`config.mk`:
```
export PLATFORM = sky130hd
export DESIGN_NAME = div_flat
export DESIGN_NICKNAME = d
export VERILOG_FILES = /design/src/rtl/div_if.sv /design/src/rtl/div.sv /design/src/flat_wrapper.sv
export SDC_FILE = /design/constraint.sdc
export NUM_CORES = 1
export LEC_CHECK = 0
export BUFFER_PORTS_ARGS = -buffer_cell sky130_fd_sc_hd__buf_2
export CORE_MARGIN = 2
export CORE_UTILIZATION = 34
export DETAILED_ROUTE_END_ITERATION = 10
export PLACE_DENSITY = 0.51
export SLEW_MARGIN = 20
export SYNTH_ARGS = -nofsm -noshare
export SYNTH_HDL_FRONTEND = slang
export SYNTH_SLANG_ARGS = --single-unit
```
`constraint.sdc`:
```
create_clock -name clk -period 4.8 [get_ports clk]
set_input_delay 0.96 -clock clk [delete_from_list [all_inputs] [get_ports clk]]
set_output_delay 0.96 -clock clk [all_outputs]
set_load 0.05 [all_outputs]
```
`src/rtl/div_if.sv`:
```
// Execute-stage <-> divider request/response bundle.
// The execute stage drives the master side and the divider drives the slave side.
interface div_if #(
  parameter int unsigned DATA_W = 32
) ();
  logic                  signed_div_i;
  logic [DATA_W-1:0]     opdata1_i;
  logic [DATA_W-1:0]     opdata2_i;
  logic                  start_i;
  logic                  annul_i;
  logic [2*DATA_W-1:0]   result_o;
  logic                  ready_o;

  modport master (
    output signed_div_i, opdata1_i, opdata2_i, start_i, annul_i,
    input  result_o, ready_o
  );

  modport slave (
    input  signed_div_i, opdata1_i, opdata2_i, start_i, annul_i,
    output result_o, ready_o
  );
endinterface

```
`src/rtl/div.sv`:
```
// Radix-2 restoring divider for DIV/DIVU: one quotient bit per cycle.
// Signed operands are divided as magnitudes and the signs are restored at the end.
module div #(
  parameter int unsigned DATA_W = 32
) (
  input  logic  clk,
  input  logic  rst,
  div_if.slave  bus
);

  localparam int unsigned RES_W = 2 * DATA_W;
  localparam int unsigned CNT_W = $clog2(DATA_W + 1);

  typedef enum logic [1:0] {FREE, BYZERO, ON, END} state_e;

  state_e              state_q, state_d;
  logic [CNT_W-1:0]    cnt_q, cnt_d;
  logic [RES_W-1:0]    work_q, work_d;
  logic [DATA_W-1:0]   divisor_q, divisor_d;
  logic                neg_dvd_q, neg_dvd_d;
  logic                neg_dvs_q, neg_dvs_d;
  logic [RES_W-1:0]    result_q, result_d;
  logic                ready_q, ready_d;

  logic                op1_neg, op2_neg;
  logic [DATA_W-1:0]   op1_mag, op2_mag;
  logic [DATA_W:0]     rem_trial;
  logic                rem_ge;
  logic [DATA_W-1:0]   rem_diff;
  logic [DATA_W-1:0]   quo_cur, rem_cur;
  logic [DATA_W-1:0]   quo_fix, rem_fix;
  logic                cnt_done;
  logic                accept;

  // Operand magnitudes for the latch; only meaningful in signed mode.
  assign op1_neg = bus.signed_div_i & bus.opdata1_i[DATA_W-1];
  assign op2_neg = bus.signed_div_i & bus.opdata2_i[DATA_W-1];
  assign op1_mag = op1_neg ? (DATA_W'(0) - bus.opdata1_i) : bus.opdata1_i;
  assign op2_mag = op2_neg ? (DATA_W'(0) - bus.opdata2_i) : bus.opdata2_i;

  // One restoring step: the shifted partial remainder is DATA_W+1 bits wide.
  assign rem_trial = work_q[RES_W-1:DATA_W-1];
  assign rem_ge    = rem_trial >= {1'b0, divisor_q};
  assign rem_diff  = rem_trial[DATA_W-1:0] - divisor_q;

  assign quo_cur  = work_q[DATA_W-1:0];
  assign rem_cur  = work_q[RES_W-1:DATA_W];
  assign quo_fix  = (neg_dvd_q ^ neg_dvs_q) ? (DATA_W'(0) - quo_cur) : quo_cur;
  assign rem_fix  = neg_dvd_q ? (DATA_W'(0) - rem_cur) : rem_cur;
  assign cnt_done = (cnt_q == CNT_W'(DATA_W));
  assign accept   = bus.start_i & ~bus.annul_i;

  // State register
  always_ff @(posedge clk or negedge rst) begin
    if (!rst) state_q <= FREE;
    else      state_q <= state_d;
  end

  // Next-state logic
  always_comb begin
    state_d = state_q;
    unique case (state_q)
      FREE: begin
        if (accept) state_d = (bus.opdata2_i == '0) ? BYZERO : ON;
      end
      BYZERO: state_d = END;
      ON: begin
        if (bus.annul_i)   state_d = FREE;
        else if (cnt_done) state_d = END;
      end
      END: begin
        if (!bus.start_i) state_d = FREE;
      end
      default: state_d = FREE;
    endcase
  end

  // Datapath and registered-output next values
  always_comb begin
    cnt_d     = cnt_q;
    work_d    = work_q;
    divisor_d = divisor_q;
    neg_dvd_d = neg_dvd_q;
    neg_dvs_d = neg_dvs_q;
    result_d  = result_q;
    ready_d   = ready_q;
    case (state_q)
      FREE: begin
        cnt_d    = '0;
        result_d = '0;
        ready_d  = 1'b0;
        if (accept && (bus.opdata2_i != '0)) begin
          work_d    = {DATA_W'(0), op1_mag};
          divisor_d = op2_mag;
          neg_dvd_d = op1_neg;
          neg_dvs_d = op2_neg;
        end
      end
      BYZERO: begin
        result_d = '0;
        ready_d  = 1'b1;
      end
      ON: begin
        if (bus.annul_i) begin
          cnt_d    = '0;
          result_d = '0;
          ready_d  = 1'b0;
        end else if (!cnt_done) begin
          work_d = {(rem_ge ? rem_diff : rem_trial[DATA_W-1:0]),
                    work_q[DATA_W-2:0], rem_ge};
          cnt_d  = cnt_q + CNT_W'(1);
        end else begin
          result_d = {rem_fix, quo_fix};
          ready_d  = 1'b1;
        end
      end
      END: begin
        // Result is held for as long as the execute stage keeps start high.
        if (!bus.start_i) begin
          result_d = '0;
          ready_d  = 1'b0;
        end
      end
      default: begin
        cnt_d    = '0;
        result_d = '0;
        ready_d  = 1'b0;
      end
    endcase
  end

  always_ff @(posedge clk or negedge rst) begin
    if (!rst) begin
      cnt_q     <= '0;
      work_q    <= '0;
      divisor_q <= '0;
      neg_dvd_q <= 1'b0;
      neg_dvs_q <= 1'b0;
      result_q  <= '0;
      ready_q   <= 1'b0;
    end else begin
      cnt_q     <= cnt_d;
      work_q    <= work_d;
      divisor_q <= divisor_d;
      neg_dvd_q <= neg_dvd_d;
      neg_dvs_q <= neg_dvs_d;
      result_q  <= result_d;
      ready_q   <= ready_d;
    end
  end

  assign bus.result_o = result_q;
  assign bus.ready_o  = ready_q;

endmodule
```
`src/flat_wrapper.sv`:
```
// flat-port wrapper written by rule: the top's interface ports become plain ports
module div_flat 
#(
  parameter int unsigned DATA_W = 32
)
  (clk, rst, bus_signed_div_i, bus_opdata1_i, bus_opdata2_i, bus_start_i, bus_annul_i, bus_result_o, bus_ready_o);
  div_if #(.DATA_W(DATA_W)) bus_i ();
  input  logic clk;
  input  logic rst;
  input wire logic [$bits(bus_i.signed_div_i)-1:0] bus_signed_div_i;
  input wire logic [$bits(bus_i.opdata1_i)-1:0] bus_opdata1_i;
  input wire logic [$bits(bus_i.opdata2_i)-1:0] bus_opdata2_i;
  input wire logic [$bits(bus_i.start_i)-1:0] bus_start_i;
  input wire logic [$bits(bus_i.annul_i)-1:0] bus_annul_i;
  output wire logic [$bits(bus_i.result_o)-1:0] bus_result_o;
  output wire logic [$bits(bus_i.ready_o)-1:0] bus_ready_o;
  assign bus_i.signed_div_i = bus_signed_div_i;
  assign bus_i.opdata1_i = bus_opdata1_i;
  assign bus_i.opdata2_i = bus_opdata2_i;
  assign bus_i.start_i = bus_start_i;
  assign bus_i.annul_i = bus_annul_i;
  assign bus_result_o = bus_i.result_o;
  assign bus_ready_o = bus_i.ready_o;
  div #(.DATA_W(DATA_W)) u_core (.clk(clk), .rst(rst), .bus(bus_i));
endmodule
```
==> impl_metrics.toml <==
[pwr]
irDropWorstVdd_mv = 0.247
power.internal_w = 0.00374
netSwitchingPower_w = 0.00293
clkPwrFrac_pct = 22.0
power_density_mw_per_mm2 = 510
comb_power_share_pct = 47.4
leakagePower_nw = 5.94
power.total_w = 0.00667
swShare_pct = 44.0
p_seq_share_pct = 30.6

[timing]
fin_ws_ns = 1.30
tightest_slew_ns = 0.939
rsz0062_at_grt = "no"
fmax_ghz = 0.286
finalMaxSlewViolations = 0
slew_headroom_pct = 37.2
hold_violations = 0
fin_worst_skew_ns = 0.0190
min_period_ns = 3.50
setup_viol = 0
finalCritPeriodShare_pct = 72.9
fin_setup_tns_ns = 0

[detailed_routing]
drt_first_iter_violations = 654
viasPerCell = 5.18
drcViolationCount = 0
wl_um = 32000
vias = 9965
first_pass_iters = 5
wire_per_inst_um = 16.6
ant_nets = 0

[setup_path]
r2r_cells = 11
worst_ep_required_time_ns = 5.10
critical_path_class = "reg2reg"
path_max_fanout = 11
crit_arrival_ns = 3.80
rrSetupSlack_ns = 1.30
critPathCaptureType = "flop"
cp-start-kind = "flop"

[logic_synthesis]
yosysSeqAreaShare_pct = 37.6
synth_adder_area_share_pct = 4.79
syn_avg_cell_area_um2 = 8.37
syn_nets = 1473
synthesis.area_mm2 = 0.0114
synthCells = 1361
ys_ff_latch = 171
ys.flop_type = "dfrtp_1"
yosys.area_share.simple_pct = 18.2
synth-edff-count = 0
synth_top_family_by_area = "compound AO/OA/AOI/OAI gates"
async_flop_share_pct = 100
synth_cell_types = 67
synthXorXnorAreaFrac_pct = 11.3
synth_warnings = 0
synth.mux.area_fraction_pct = 1.96
synth_compound_area_share_pct = 21.5

[clock_tree]
cts_tree = "built"
cts_setup_buffers = 0
cts_made_buffers = 17
holdBufCountCts = 0
clk_pin_slew_ns = 0.07
root_buffer = "clkbuf_16"
postCtsResizedCells = 0
clk_path_buf_depth = 2
insertion_delay_ns = 0.44
cts-htree-levels = 4
cts.sinks = 171

[layout]
final_common_cell = "nand2_1"
fin_area_mm2 = 0.0131
drive_gt1_share_pct = 14.3
layoutNonFillerInstCount = 1922
nNetsFinal = 1573
area_growth_pct = 14.8
nFillCells = 3474
antenna_cells = 0
mostFrequentLayoutCells = "nand2_1, o21ai_0, dfrtp_1"

[floorplanning]
core_region_area_mm2 = 0.0333
io_pins = 134
die_y_um = 187
fp-row-count = 67
die_area_mm2 = 0.0350
die_x_um = 187
initial_core_util_pct = 34.2

[global_route]
grt_pass1_vias = 9610
grt_usage_pct = 18.5
grt_antenna_before_repair = 0
grt_overflow = 0
grt_pass1_wl_um = 52500
grt_max_degree = 97

[placed_design]
dp_hpwl_um = 23800
pre_cts_ws_ns = 0.982
place_congestion = 0.902
place_inst = 1890
place.port_buffers = 133
place_area_mm2 = 0.0125

[run]
max-cap-violations = 0

[hold_path]
whs_path_depth = 2
hp-class = "reg2reg"

[run_status]
outcome = "finished, final reports clean"
## layout make-up
cell class	count	area, um^2	share of cell area, %
Sequential cell	171	4280	32.7
Clock inverter	13	180	1.38
Tap cell	448	561	4.29
Multi-Input combinational cell	1068	6590	50.4
Inverter	52	195	1.49
Clock buffer	19	433	3.31
Timing Repair Buffer	151	832	6.37
## through the flow
| step | util (%) | hold slack [ns] |
|---|---|---|
| 2_1_floorplan | - | 0.450 |
| 3_5_place_dp | 37.4 | 0.450 |
| 4_1_cts | 39.3 | 0.466 |
| 3_3_place_gp | 37.4 | 0.457 |
| 6_report | 39.3 | 0.462 |
| 5_1_grt | 39.3 | 0.493 |
## final timing paths
kind | startpoint | end
worst min-delay path | u_core.bus.result_o[0]$_DFFE_PN0P_ | u_core.bus.result_o[0]$_DFFE_PN0P_
worst max register to register | u_core.work_q[41]$_DFFE_PN0P_ | u_core.work_q[45]$_DFFE_PN0P_
worst min register to register | u_core.bus.result_o[0]$_DFFE_PN0P_ | u_core.bus.result_o[0]$_DFFE_PN0P_
worst max-delay path | u_core.work_q[41]$_DFFE_PN0P_ | u_core.work_q[45]$_DFFE_PN0P_
max in group asynchronous | rst | u_core.bus.result_o[50]$_DFFE_PN0P_
min in group asynchronous | rst | u_core.bus.result_o[16]$_DFFE_PN0P_
## power by group through the flow
stage          Combinational, W  Sequential, W  Clock, W
2_1_floorplan           0.00239        0.00199         0
3_3_place_gp            0.00315        0.00205         0
3_5_place_dp            0.00317        0.00206         0
4_1_cts                 0.00318        0.00204   0.00151
5_1_grt                 0.00356        0.00209   0.00158
6_report                0.00316        0.00204   0.00147
## Yosys cell counts, types with 16 or more instances
cell type | instances | share of area, %
xor2_1 | 90 | 6.9
nand2_1 | 184 | 6.1
nand3_1 | 24 | 1.1
o21ai_0 | 182 | 8.0
xnor2_1 | 57 | 4.4
nor2_1 | 111 | 3.7
o31ai_1 | 22 | 1.5
dfrtp_1 | 171 | 38
inv_1 | 52 | 1.7
a21oi_1 | 111 | 4.9
o41ai_1 | 21 | 1.6
ha_1 | 42 | 4.6
mux2i_1 | 20 | 1.8
nor3_1 | 16 | 0.70
clkbuf_1 | 45 | 1.5
## critical path, cell delays in order (launching register included)
cell      delay [ns]
dfrtp_1         0.36
buf_4           0.17
ha_1            0.40
a211o_1         0.30
a21oi_1         0.13
o21ai_0         0.18
a22o_1          0.30
o211ai_1        0.42
nand2_1         0.42
buf_4           0.34
mux2i_1         0.22
o21ai_0         0.11
## sequential cells by signal, indices dropped and copies added, names as in the netlist
register / cells
u_core.bus.result_o: 64
u_core.neg_dvd_q: 1
u_core.work_q: 64
u_core.neg_dvs_q: 1
u_core.bus.ready_o: 1
u_core.cnt_q: 6
u_core.state_q: 2
u_core.divisor_q: 32
## per-layer routing
layer / track usage (%) / share of wire (%)
met1: 27.7 / 52
met2: 28.2 / 43
met3: 2.76 / 4.4
met4: 3.79 / 0.80
met5: 0 / 0
## cells by family after synthesis
family	after synthesis
buffers and inverters	122
adders and majority gates	43
xor gates and xnor gates	147
AOI/OAI and AO/OA	415
and+or+nand+nor	441
muxes	22
DFF	171
(Power assumes the default switching activity.)
